===== config.mk =====
export PLATFORM = sky130hd
export DESIGN_NAME = tmr_sched
export DESIGN_NICKNAME = d
export VERILOG_FILES = /design/src/rtl/tmr_sched_pkg.sv /design/src/rtl/tmr_rr_arb.sv /design/src/rtl/tmr_sched.sv
export SDC_FILE = /design/constraint.sdc
export NUM_CORES = 1
export LEC_CHECK = 0
export ABC_AREA = 1
export CORE_MARGIN = 2
export CORE_UTILIZATION = 48
export DETAILED_ROUTE_END_ITERATION = 16
export GPL_TIMING_DRIVEN = 1
export PLACE_DENSITY_LB_ADDON = 0.08
export SLEW_MARGIN = 20
export SYNTH_ARGS = -nofsm -noshare
export SYNTH_HDL_FRONTEND = slang
export SYNTH_HIERARCHICAL = 1
export SYNTH_SLANG_ARGS = --single-unit

===== constraint.sdc =====
create_clock -name clk_i -period 8.55 [get_ports clk_i]
set_clock_uncertainty 0.2 [all_clocks]
set_input_delay 2.1375 -clock clk_i [delete_from_list [all_inputs] [get_ports clk_i]]
set_output_delay 2.1375 -clock clk_i [all_outputs]
set_load 0.005 [all_outputs]

===== src/rtl/tmr_sched_pkg.sv =====
// Shared types and limits for the timer-channel scheduler.
// Imported by tmr_rr_arb and tmr_sched.
package tmr_sched_pkg;

  localparam int TMR_SCHED_MAX_REQ   = 16;
  localparam int TMR_SCHED_CNT_WIDTH = 32;

  typedef enum logic [1:0] {
    IDLE = 2'd0,
    RUN  = 2'd1,
    DONE = 2'd2
  } state_t;

endpackage


===== src/rtl/tmr_rr_arb.sv =====
// Combinational round-robin arbiter: first set request at or above
// the pointer, wrapping; returns one-hot grant and encoded index.
module tmr_rr_arb
  import tmr_sched_pkg::*;
#(
  parameter int NUM_REQ   = 4,
  parameter int OWN_WIDTH = $clog2(NUM_REQ)
) (
  input  logic                 en_i,
  input  logic [NUM_REQ-1:0]   req_i,
  input  logic [OWN_WIDTH-1:0] ptr_i,
  output logic [NUM_REQ-1:0]   gnt_o,
  output logic [OWN_WIDTH-1:0] idx_o
);

  localparam logic [OWN_WIDTH:0] L_N = (OWN_WIDTH+1)'(NUM_REQ);

  logic [2*NUM_REQ-1:0] w_rot;
  logic [OWN_WIDTH:0]   w_sum;
  logic                 w_hit;

  // Rotate so bit 0 is the pointer position; first hit wins.
  assign w_rot = {req_i, req_i} >> ptr_i;

  always_comb begin
    gnt_o = '0;
    idx_o = '0;
    w_hit = 1'b0;
    w_sum = '0;
    for (int i = 0; i < NUM_REQ; i++) begin
      if (en_i && !w_hit && w_rot[i]) begin
        w_hit = 1'b1;
        w_sum = {1'b0, ptr_i} + (OWN_WIDTH+1)'(i);
        if (w_sum >= L_N) w_sum = w_sum - L_N;
        idx_o = w_sum[OWN_WIDTH-1:0];
        gnt_o[w_sum[OWN_WIDTH-1:0]] = 1'b1;
      end
    end
  end

endmodule


===== src/rtl/tmr_sched.sv =====
// Round-robin sharing of one down-counting timer among NUM_REQ clients.
// Optional abort support is enabled with TMR_SCHED_ABORT_EN.
module tmr_sched
  import tmr_sched_pkg::*;
#(
  parameter int NUM_REQ   = 4,
  parameter int CNT_WIDTH = TMR_SCHED_CNT_WIDTH,
  parameter int OWN_WIDTH = $clog2(NUM_REQ)
) (
  input  logic                         clk_i,
  input  logic                         rst_n_i,
  input  logic                         en_i,
  input  logic                         clr_i,
  input  logic                         tick_i,
  input  logic [NUM_REQ-1:0]           req_valid_i,
  output logic [NUM_REQ-1:0]           req_ready_o,
  input  logic [NUM_REQ*CNT_WIDTH-1:0] req_dly_i,
  output logic [NUM_REQ-1:0]           done_o,
  output logic                         busy_o,
  output logic [OWN_WIDTH-1:0]         owner_o,
  output logic [CNT_WIDTH-1:0]         cnt_o
`ifdef TMR_SCHED_ABORT_EN
  ,
  input  logic [NUM_REQ-1:0]           abort_i,
  output logic                         aborted_o
`endif
);

  localparam logic [OWN_WIDTH-1:0] L_LAST = OWN_WIDTH'(NUM_REQ - 1);
  localparam logic [CNT_WIDTH-1:0] L_ONE  = CNT_WIDTH'(1);

  state_t               r_state;
  logic [CNT_WIDTH-1:0] r_cnt;
  logic [OWN_WIDTH-1:0] r_owner;
  logic [OWN_WIDTH-1:0] r_ptr;

  logic                 w_arb_en;
  logic [NUM_REQ-1:0]   w_gnt;
  logic [OWN_WIDTH-1:0] w_idx;
  logic [CNT_WIDTH-1:0] w_dly;
  logic [NUM_REQ-1:0]   w_own_oh;
  logic                 w_kill;

  assign w_arb_en = en_i && !clr_i && (r_state == IDLE);

  tmr_rr_arb #(
    .NUM_REQ   (NUM_REQ),
    .OWN_WIDTH (OWN_WIDTH)
  ) u_arb (
    .en_i  (w_arb_en),
    .req_i (req_valid_i),
    .ptr_i (r_ptr),
    .gnt_o (w_gnt),
    .idx_o (w_idx)
  );

  assign w_dly    = req_dly_i[w_idx*CNT_WIDTH +: CNT_WIDTH];
  assign w_own_oh = NUM_REQ'(1) << r_owner;

`ifdef TMR_SCHED_ABORT_EN
  logic r_aborted;

  // Abort only counts for the owner of a live job; clear wins.
  assign w_kill = abort_i[r_owner] && (r_state != IDLE) && !clr_i;

  always_ff @(posedge clk_i) begin
    if (!rst_n_i) r_aborted <= 1'b0;
    else          r_aborted <= w_kill;
  end

  assign aborted_o = r_aborted;
`else
  assign w_kill = 1'b0;
`endif

  assign req_ready_o = w_gnt;
  assign busy_o      = (r_state != IDLE);
  assign owner_o     = r_owner;
  assign cnt_o       = r_cnt;
  assign done_o      = (r_state == DONE && !clr_i && !w_kill)
                     ? w_own_oh : '0;

  always_ff @(posedge clk_i) begin
    if (!rst_n_i) begin
      r_state <= IDLE;
      r_cnt   <= '0;
      r_owner <= '0;
      r_ptr   <= '0;
    end else if (clr_i || w_kill) begin
      r_state <= IDLE;
      r_cnt   <= '0;
    end else begin
      unique case (r_state)
        IDLE: begin
          if (|w_gnt) begin
            r_cnt   <= w_dly;
            r_owner <= w_idx;
            r_ptr   <= (w_idx == L_LAST) ? '0 : w_idx + 1'b1;
            r_state <= (w_dly == '0) ? DONE : RUN;
          end
        end
        RUN: begin
          if (en_i && tick_i && r_cnt != '0) begin
            r_cnt <= r_cnt - L_ONE;
            if (r_cnt == L_ONE) r_state <= DONE;
          end
        end
        DONE:    r_state <= IDLE;
        default: r_state <= IDLE;
      endcase
    end
  end

endmodule


==> impl_metrics.ini, run 1 <==
[synth]
synth_edf_count = 0
syn-instance-count = 863
ys_types = 31
ys_warn_count = 6
ys_async_sr_fraction_pct = 0
synth.avg_cell_area_um2 = 5.18
ys_seq_area_share_pct = 17.0
yosys.area.top_type = nand2_1
yosys.area_share.simple_pct = 60.3
syn_nets = 1011
synth_area_um2 = 4470
synth_compound_area_share_pct = 7.58
synth_top_area_share_pct = 29.5
synth_xor_area_share_pct = 1.57
synth_top_family_by_area = simple AND/OR/NAND/NOR gates
yosys.cell_count.top_type = nand2_1
ys_ff_latch = 38
synth-adder-area-share_pct = 3.08
synthMuxAreaShare_pct = 0
synth_flop_cell = dfxtp_1
synthTopCellsByArea = nand2_1, dfxtp_1, nor2_1
synth_common_cells = nand2_1, nor2_1, nand3_1

[critical_path]
arrival_ns = 4.24
crit_fanout = 6
r2r_start = r_ptr[1]
r2r_cells = 18
timing.setup.critical_path_class = in2out
end_kind = primary output
setup.worst_path.start_class = input pin
reg2reg_to = r_state[1]
rrSetupSlack_ns = 4.49
worstPathRequired_ns = 6.21

[placement]
port_buffers = 179
dp_hpwl_mm = 12.5
place_congestion = 0.925

[clock_tree]
cts_tree = done
clk_latency_ns = 0.29
cts_sinks = 38
cts.path.max_buffers = 2
cts_max_level = 2
post_cts_buffers = 0
clk_pin_slew_worst_paths_ns = 0.07
post_cts_resize_count = 0
numCtsBuffers = 5
postCtsHoldBufs = 0
cts-root-buf = clkbuf_8

[layout]
final_core_util_pct = 68.9
nNetsFinal = 1164
diodes = 0
final_layout_size_suffix_gt1_share_pct = 3.94
syn_to_final_growth_pct = 40.9
nFillCells = 874

[flow_run]
drv_cap = 0

[routing]
dr.pass1.iters = 6
viasPerCell = 5.11
route.detailed.drc = 0
drt_iter0_markers = 501
wl_per_cell_um = 14.4
drtAntennaViolNets = 0
totalWireLength_mm = 16.2
via_count = 5750

[grt]
grt_pass1_wl_mm = 25.8
antenna_found_initial = 0
grtUsageTotal_pct = 32.0
overflow = 0
grt_max_degree = 68
first_global_vias = 5240

[hold_path]
hp-class = reg2reg
hold_depth = 2
hp-start = owner_o[0]
min_to = owner_o[0]

[floorplanning]
io_pins = 180
start_util_pct = 48.9
std_cell_rows = 35
dieArea_um2 = 10100
die_w_um = 101
die_y_um = 101
core_area_um2 = 9150

[power_and_ir_drop]
p_leak_nw = 2.97
peakVddDrop_uv = 174
power.density_nw_per_um2 = 238

[sta]
drv_slew = 0
timing_worst_slew_pin_value_ns = 1.04
min_period_ns = 6.58
rsz0062_at_grt = false
timing.fmax_ghz = 0.152
fin_setup_tns_ns = 0
period_share_pct = 76.9
slew_headroom_pct = 30.8
hold_viol_final = 0
finalSetupViolCount = 0

[run_status]
status = complete, no violations
[placed cells by master (no fill, tap or decap)]
cell type and n:
a31oi_1 4, inv_1 60, nor3b_1 1, o21ai_0 33, nand2_2 8, clkbuf_8 6, inv_2 3, buf_4 4
nand3_4 1, a21oi_1 23, nand2_4 2, xor2_1 8, o21ai_2 1, nand4_1 8, ha_1 11, nor2_4 5
o22ai_1 4, nand3_1 104, dfxtp_1 38, nor3_1 7, nand3_2 4, clkinv_1 2, nor2_8 1, and2_1 1
clkdlybuf4s50_1 179, nand3b_1 1, nor2_2 5, nand2_1 352, nor2_1 139
[logic make-up after synthesis]
logic type / Yosys count
XOR/XNOR: 8
flip-flops: 38
adder cells (fa/ha/maj): 11
buffers and inverters: 102
AO/OA/AOI/OAI: 65
AND/OR/NAND/NOR: 639
[power breakdown]
part / internal (W) / switching (W) / total, W
sequential: 0.000212 / 0.0000547 / 0.000267
combinational: 0.000404 / 0.000700 / 0.00110
clock: 0.0000623 / 0.0000640 / 0.000126
[per-layer routing]
| metal | wire (um) | GRT usage, % |
|---|---|---|
| met5 | 0 | 0 |
| met4 | 602 | 12.8 |
| met3 | 1050 | 4.85 |
| met2 | 7840 | 55.8 |
| met1 | 6660 | 39.3 |
[sequential cells by signal, summed over array words and instances (netlist names)]
signal and flops:
r_ptr 2, r_state 2, owner_o 2, cnt_o 32
[how the worst max path moves through the flow]
stage	slack, ns	to	cells after the start	from
2_1_floorplan	3.19	req_ready_o[0]	7	clr_i
3_3_place_gp	1.98	req_ready_o[2]	9	clr_i
3_5_place_dp	1.97	req_ready_o[2]	9	clr_i
4_1_cts	1.96	req_ready_o[2]	9	clr_i
5_1_grt	1.81	req_ready_o[2]	9	clr_i
6_report	1.97	req_ready_o[2]	9	clr_i
[cell type report]
class	instances	area (um^2)	share of cell area [%]
Inverter	65	244	3.87
Clock buffer	6	82.6	1.31
Timing Repair Buffer	183	1820	28.9
Sequential cell	38	761	12.1
Tap cell	111	139	2.20
Multi-Input combinational cell	723	3250	51.6
[worst max-delay path, cell delays in order]
cell             delay [ns]
clkdlybuf4s50_1        0.47
nor3b_1                0.39
inv_1                  0.08
nor2_1                 0.34
nand2_1                0.09
nand2_1                0.09
inv_1                  0.04
nand3_1                0.09
clkdlybuf4s50_1        0.51
[per-stage QoR]
step           hold slack (ns)  cell area (um^2)  setup WS, ns  cells  power (W)
2_1_floorplan            0.306              4470          3.19    863    0.00105
3_3_place_gp             0.321              6220          1.98   1120    0.00134
3_5_place_dp             0.326              6220          1.97   1120    0.00135
4_1_cts                  0.339              6300          1.96   1126    0.00148
5_1_grt                  0.368              6300          1.81   1126    0.00165
6_report                 0.333              6300          1.97   1126    0.00150
(Power assumes the default switching activity.)
==> run 2: changes to the inputs <==
--- a/config.mk
+++ b/config.mk
@@ -7,7 +7,7 @@
 export LEC_CHECK = 0
 export ABC_AREA = 1
 export CORE_MARGIN = 2
-export CORE_UTILIZATION = 48
+export CORE_UTILIZATION = 45
 export DETAILED_ROUTE_END_ITERATION = 16
 export GPL_TIMING_DRIVEN = 1
 export PLACE_DENSITY_LB_ADDON = 0.08
==> constraint.sdc (replaced) <==
create_clock -name clk_i -period 6.3 [get_ports clk_i]
set_clock_uncertainty 0.2 [all_clocks]
set_input_delay 1.575 -clock clk_i [delete_from_list [all_inputs] [get_ports clk_i]]
set_output_delay 1.575 -clock clk_i [all_outputs]
set_load 0.005 [all_outputs]
==> run 2 against run 1 <==
  * Sequential share of layout area decreased by 0.083 points
  * Worst hold slack got worse by 0.0036 ns
  * Via count up 1.8%
  * Worst setup slack lost 1.1 ns
  * Clock power grew 45%
  * First-iteration DRC count fell by 30%
  * Sequential power up 35%
==> impl_metrics.ini, run 2 (synthesized netlist as in run 1, its figures left out) <==
[clock_tree]
post_cts_buffers = 0
cts.path.max_buffers = 2
cts-root-buf = clkbuf_8
cts_max_level = 2
cts_tree = done
clk_latency_ns = 0.30
postCtsHoldBufs = 0
numCtsBuffers = 5
cts_sinks = 38
post_cts_resize_count = 0
clk_pin_slew_worst_paths_ns = 0.08

[sta]
drv_slew = 0
timing.fmax_ghz = 0.183
rsz0062_at_grt = false
timing_worst_slew_pin_value_ns = 0.990
slew_headroom_pct = 33.9
fin_setup_tns_ns = 0
hold_viol_final = 0
finalSetupViolCount = 0
min_period_ns = 5.47
period_share_pct = 86.9

[critical_path]
rrSetupSlack_ns = 2.81
reg2reg_to = r_state[1]
end_kind = primary output
setup.worst_path.start_class = input pin
arrival_ns = 3.70
timing.setup.critical_path_class = in2out
worstPathRequired_ns = 4.53
r2r_start = r_ptr[0]
crit_fanout = 6
r2r_cells = 20

[layout]
final_cell_mix = nand2_1, clkdlybuf4s50_1, nor2_1
final_layout_size_suffix_gt1_share_pct = 4.13
nNetsFinal = 1165
diodes = 0
largest_register_ffs = 32
final_core_util_pct = 65.2
final_common_cell = nand2_1
nFillCells = 993
syn_to_final_growth_pct = 41.8

[routing]
route.detailed.drc = 0
drtAntennaViolNets = 0
viasPerCell = 5.08
dr.pass1.iters = 5
wl_per_cell_um = 13.8
totalWireLength_mm = 15.9
drt_iter0_markers = 353
via_count = 5852

[floorplanning]
die_y_um = 104
dieArea_um2 = 10800
start_util_pct = 46.0
std_cell_rows = 36
io_pins = 180
die_w_um = 104
core_area_um2 = 9730

[grt]
grt_max_degree = 68
grt_pass1_wl_mm = 25.8
first_global_vias = 5217
grtUsageTotal_pct = 29.1
antenna_found_initial = 0
overflow = 0

[power_and_ir_drop]
power.density_nw_per_um2 = 320
peakVddDrop_uv = 215
p_leak_nw = 2.98

[placement]
place_congestion = 0.945
dp_hpwl_mm = 12.4
port_buffers = 179

[hold_path]
min_to = owner_o[1]
hp-class = reg2reg
hp-start = owner_o[1]
hold_depth = 2

[flow_run]
drv_cap = 0

[run_status]
status = complete, no violations
-- run 2: cell count changes in the layout (fill, tap and decap cells not counted), sizes merged --
cell / change
clkbuf: +1
buf: +1
clkinv: +1
-- run 2: worst max path at each step --
stage / start / endpoint / slack, ns / cells past startpoint
2_1_floorplan: clr_i / req_ready_o[0] / 2.07 / 7
3_3_place_gp: clr_i / req_ready_o[2] / 0.90 / 9
3_5_place_dp: clr_i / req_ready_o[0] / 0.83 / 9
4_1_cts: clr_i / req_ready_o[0] / 0.83 / 9
5_1_grt: clr_i / req_ready_o[3] / 0.66 / 9
6_report: clr_i / req_ready_o[1] / 0.83 / 9
-- run 2: through the flow --
stage          hold slack, ns  cell area, um^2  std cells  worst slack (ns)  total power, W
6_report                0.330             6350       1151             0.825         0.00203
5_1_grt                 0.382             6350       1151             0.659         0.00225
4_1_cts                 0.333             6350       1151             0.833         0.00202
3_5_place_dp            0.321             6250       1143             0.832         0.00183
3_3_place_gp            0.319             6250       1143             0.896         0.00183
2_1_floorplan           0.306             4470        863              2.07         0.00143
-- run 2: per-layer routing --
layer | vias to the layer above | wire (um) | track usage, %
met5 | - | 0 | 0
met4 | 0 | 655 | 11.3
met3 | 53 | 1140 | 5.29
met2 | 249 | 7610 | 50.0
met1 | 2527 | 6490 | 36.2
li1 | 3023 | - | -
-- run 2: area by class of cell --
type | instances | area [um^2] | area share (%)
multi-input cells | 723 | 3250 | 51.3
repair buffers | 184 | 1830 | 28.8
flip-flops and latches | 38 | 761 | 12.0
inverters | 65 | 244 | 3.84
well taps | 133 | 166 | 2.62
clock buffers | 7 | 86.3 | 1.36
clock inverters | 1 | 5.00 | 0.0789
-- run 2: worst max-delay path, cell delays in order --
cell	delay, ns
clkdlybuf4s50_1	0.47
nor3b_1	0.42
inv_1	0.08
nor2_1	0.34
nand2_1	0.10
nand2_1	0.08
inv_1	0.04
nand3_1	0.08
clkdlybuf4s50_1	0.51
-- run 2: power breakdown --
group          internal (W)  switching, W
Combinational      0.000549      0.000940
Clock             0.0000885     0.0000945
Sequential         0.000288     0.0000724
Total              0.000926       0.00111
==> run 3: changes to the inputs <==
--- a/config.mk
+++ b/config.mk
@@ -7,7 +7,8 @@
 export LEC_CHECK = 0
 export ABC_AREA = 1
 export CORE_MARGIN = 2
-export CORE_UTILIZATION = 45
+export CORE_UTILIZATION = 46
+export CTS_BUF_LIST = sky130_fd_sc_hd__clkbuf_2
 export DETAILED_ROUTE_END_ITERATION = 16
 export GPL_TIMING_DRIVEN = 1
 export PLACE_DENSITY_LB_ADDON = 0.08
==> run 3 against run 2 <==
  * Non-clock buffer count stayed put
  * Register-to-register slack worse by 0.28 ns
  * Final area is 0.91% lower
  * Via count hardly changed
  * Critical path depth stayed put
  * Worst setup slack worse by 0.0024 ns
  * Combinational power hardly changed
  * Utilization is 2.2 points higher
  * Die area is 2.1% lower
  * Wire length is 2.5% higher
  * Critical path type unchanged
==> impl_metrics.ini, run 3 (synthesized netlist as in run 1, its figures left out) <==
[layout]
final_common_cell = nand2_1
nFillCells = 919
final_layout_size_suffix_gt1_share_pct = 4.13
diodes = 0
final_cell_mix = nand2_1, clkdlybuf4s50_1, nor2_1
nNetsFinal = 1165
syn_to_final_growth_pct = 40.5
largest_register_ffs = 32

[flow_run]
drv_cap = 0

[critical_path]
reg2reg_to = r_state[1]
end_kind = primary output
worstPathRequired_ns = 4.53
r2r_cells = 19
r2r_start = r_ptr[1]
crit_fanout = 6
arrival_ns = 3.70
setup.worst_path.start_class = input pin
timing.setup.critical_path_class = in2out
rrSetupSlack_ns = 2.53

[floorplanning]
die_w_um = 103
core_area_um2 = 9330
std_cell_rows = 35
start_util_pct = 48.0
io_pins = 180
die_y_um = 103
dieArea_um2 = 10500

[clock_tree]
cts_sinks = 38
post_cts_buffers = 0
clk_pin_slew_worst_paths_ns = 0.20
postCtsHoldBufs = 0
cts.path.max_buffers = 2
numCtsBuffers = 5
cts_max_level = 2
cts-root-buf = clkbuf_2
clk_latency_ns = 0.42
post_cts_resize_count = 0
cts_tree = done

[routing]
top_layer = met4
met1_length_mm = 6.79
drt_iter0_markers = 361
viasPerCell = 5.11
wl_per_cell_um = 14.2
route.detailed.drc = 0
wl_met3_mm = 1.08
wl_met2_mm = 7.85
totalWireLength_mm = 16.3
drtAntennaViolNets = 0
dr.pass1.iters = 5
via_count = 5857

[sta]
min_period_ns = 5.48
finalSetupViolCount = 0
timing.fmax_ghz = 0.183
fin_setup_tns_ns = 0
period_share_pct = 86.9
timing_worst_slew_pin_value_ns = 0.981
fin_hold_ws_ns = 0.345
slew_headroom_pct = 34.5
hold_viol_final = 0
rsz0062_at_grt = false
drv_slew = 0

[placement]
dp_hpwl_mm = 12.8
place_congestion = 0.911
port_buffers = 179

[grt]
first_global_vias = 5201
grt_pass1_wl_mm = 25.7
grtUsageTotal_pct = 31.1
overflow = 0
grt_max_degree = 68
antenna_found_initial = 0

[power_and_ir_drop]
power.density_nw_per_um2 = 316
peakVddDrop_uv = 245
p_leak_nw = 2.96

[hold_path]
hp-start = owner_o[0]
hold_depth = 2
min_to = owner_o[0]
hp-class = reg2reg

[run_status]
status = complete, no violations
[run 3: cell types whose count changed in the layout (fill, tap and decap cells not counted), sizes merged]
cell	delta
clkbuf	-1
clkinv	+1
[run 3: layout make-up]
cell class	instances	area, um^2	area share [%]
multi-input combinational	723	3250	51.8
timing repair buffer	184	1830	29.1
sequential	38	761	12.1
inverter	65	244	3.88
tap	129	161	2.57
clock buffer	6	30.0	0.478
clock inverter	2	8.76	0.139
[run 3: worst max-delay path by stage]
stage               slack [ns]  depth (start not counted)  startpoint        endpoint
floorplan                 2.07                          7       clr_i  req_ready_o[0]
global placement          0.82                          9       clr_i  req_ready_o[2]
detailed placement        0.84                          9       clr_i  req_ready_o[0]
CTS                       0.83                          9       clr_i  req_ready_o[0]
global route              0.67                          9       clr_i  req_ready_o[0]
finish                    0.82                          9       clr_i  req_ready_o[2]
[run 3: per-stage QoR]
step	power, W	setup slack, ns	cell area, um^2	utilization, %	instances
final	0.00198	0.823	6290	67.4	1147
after global routing	0.00219	0.666	6290	67.4	1147
after CTS	0.00196	0.832	6290	67.4	1147
after detailed placement	0.00184	0.839	6250	67.0	1139
after global placement	0.00183	0.819	6250	67.0	1139
after floorplan	0.00143	2.07	4470	-	863
[run 3: report_power, final]
part           total (W)  internal (W)  switching [W]
Sequential      0.000360      0.000288      0.0000725
Combinational    0.00151      0.000550       0.000958
Clock           0.000116     0.0000273      0.0000885
[run 3: critical path, stage by stage]
cell	delay, ns
clkdlybuf4s50_1	0.47
nor3b_1	0.43
inv_1	0.08
nor2_1	0.33
nand2_1	0.08
nand2_1	0.09
inv_1	0.04
nand3_1	0.10
clkdlybuf4s50_1	0.51
[run 3: layer usage]
metal | up-vias | global-route usage, %
li1 | 3025 | -
met1 | 2565 | 38.8
met2 | 224 | 54.1
met3 | 43 | 5.15
met4 | 0 | 11.2
met5 | - | 0
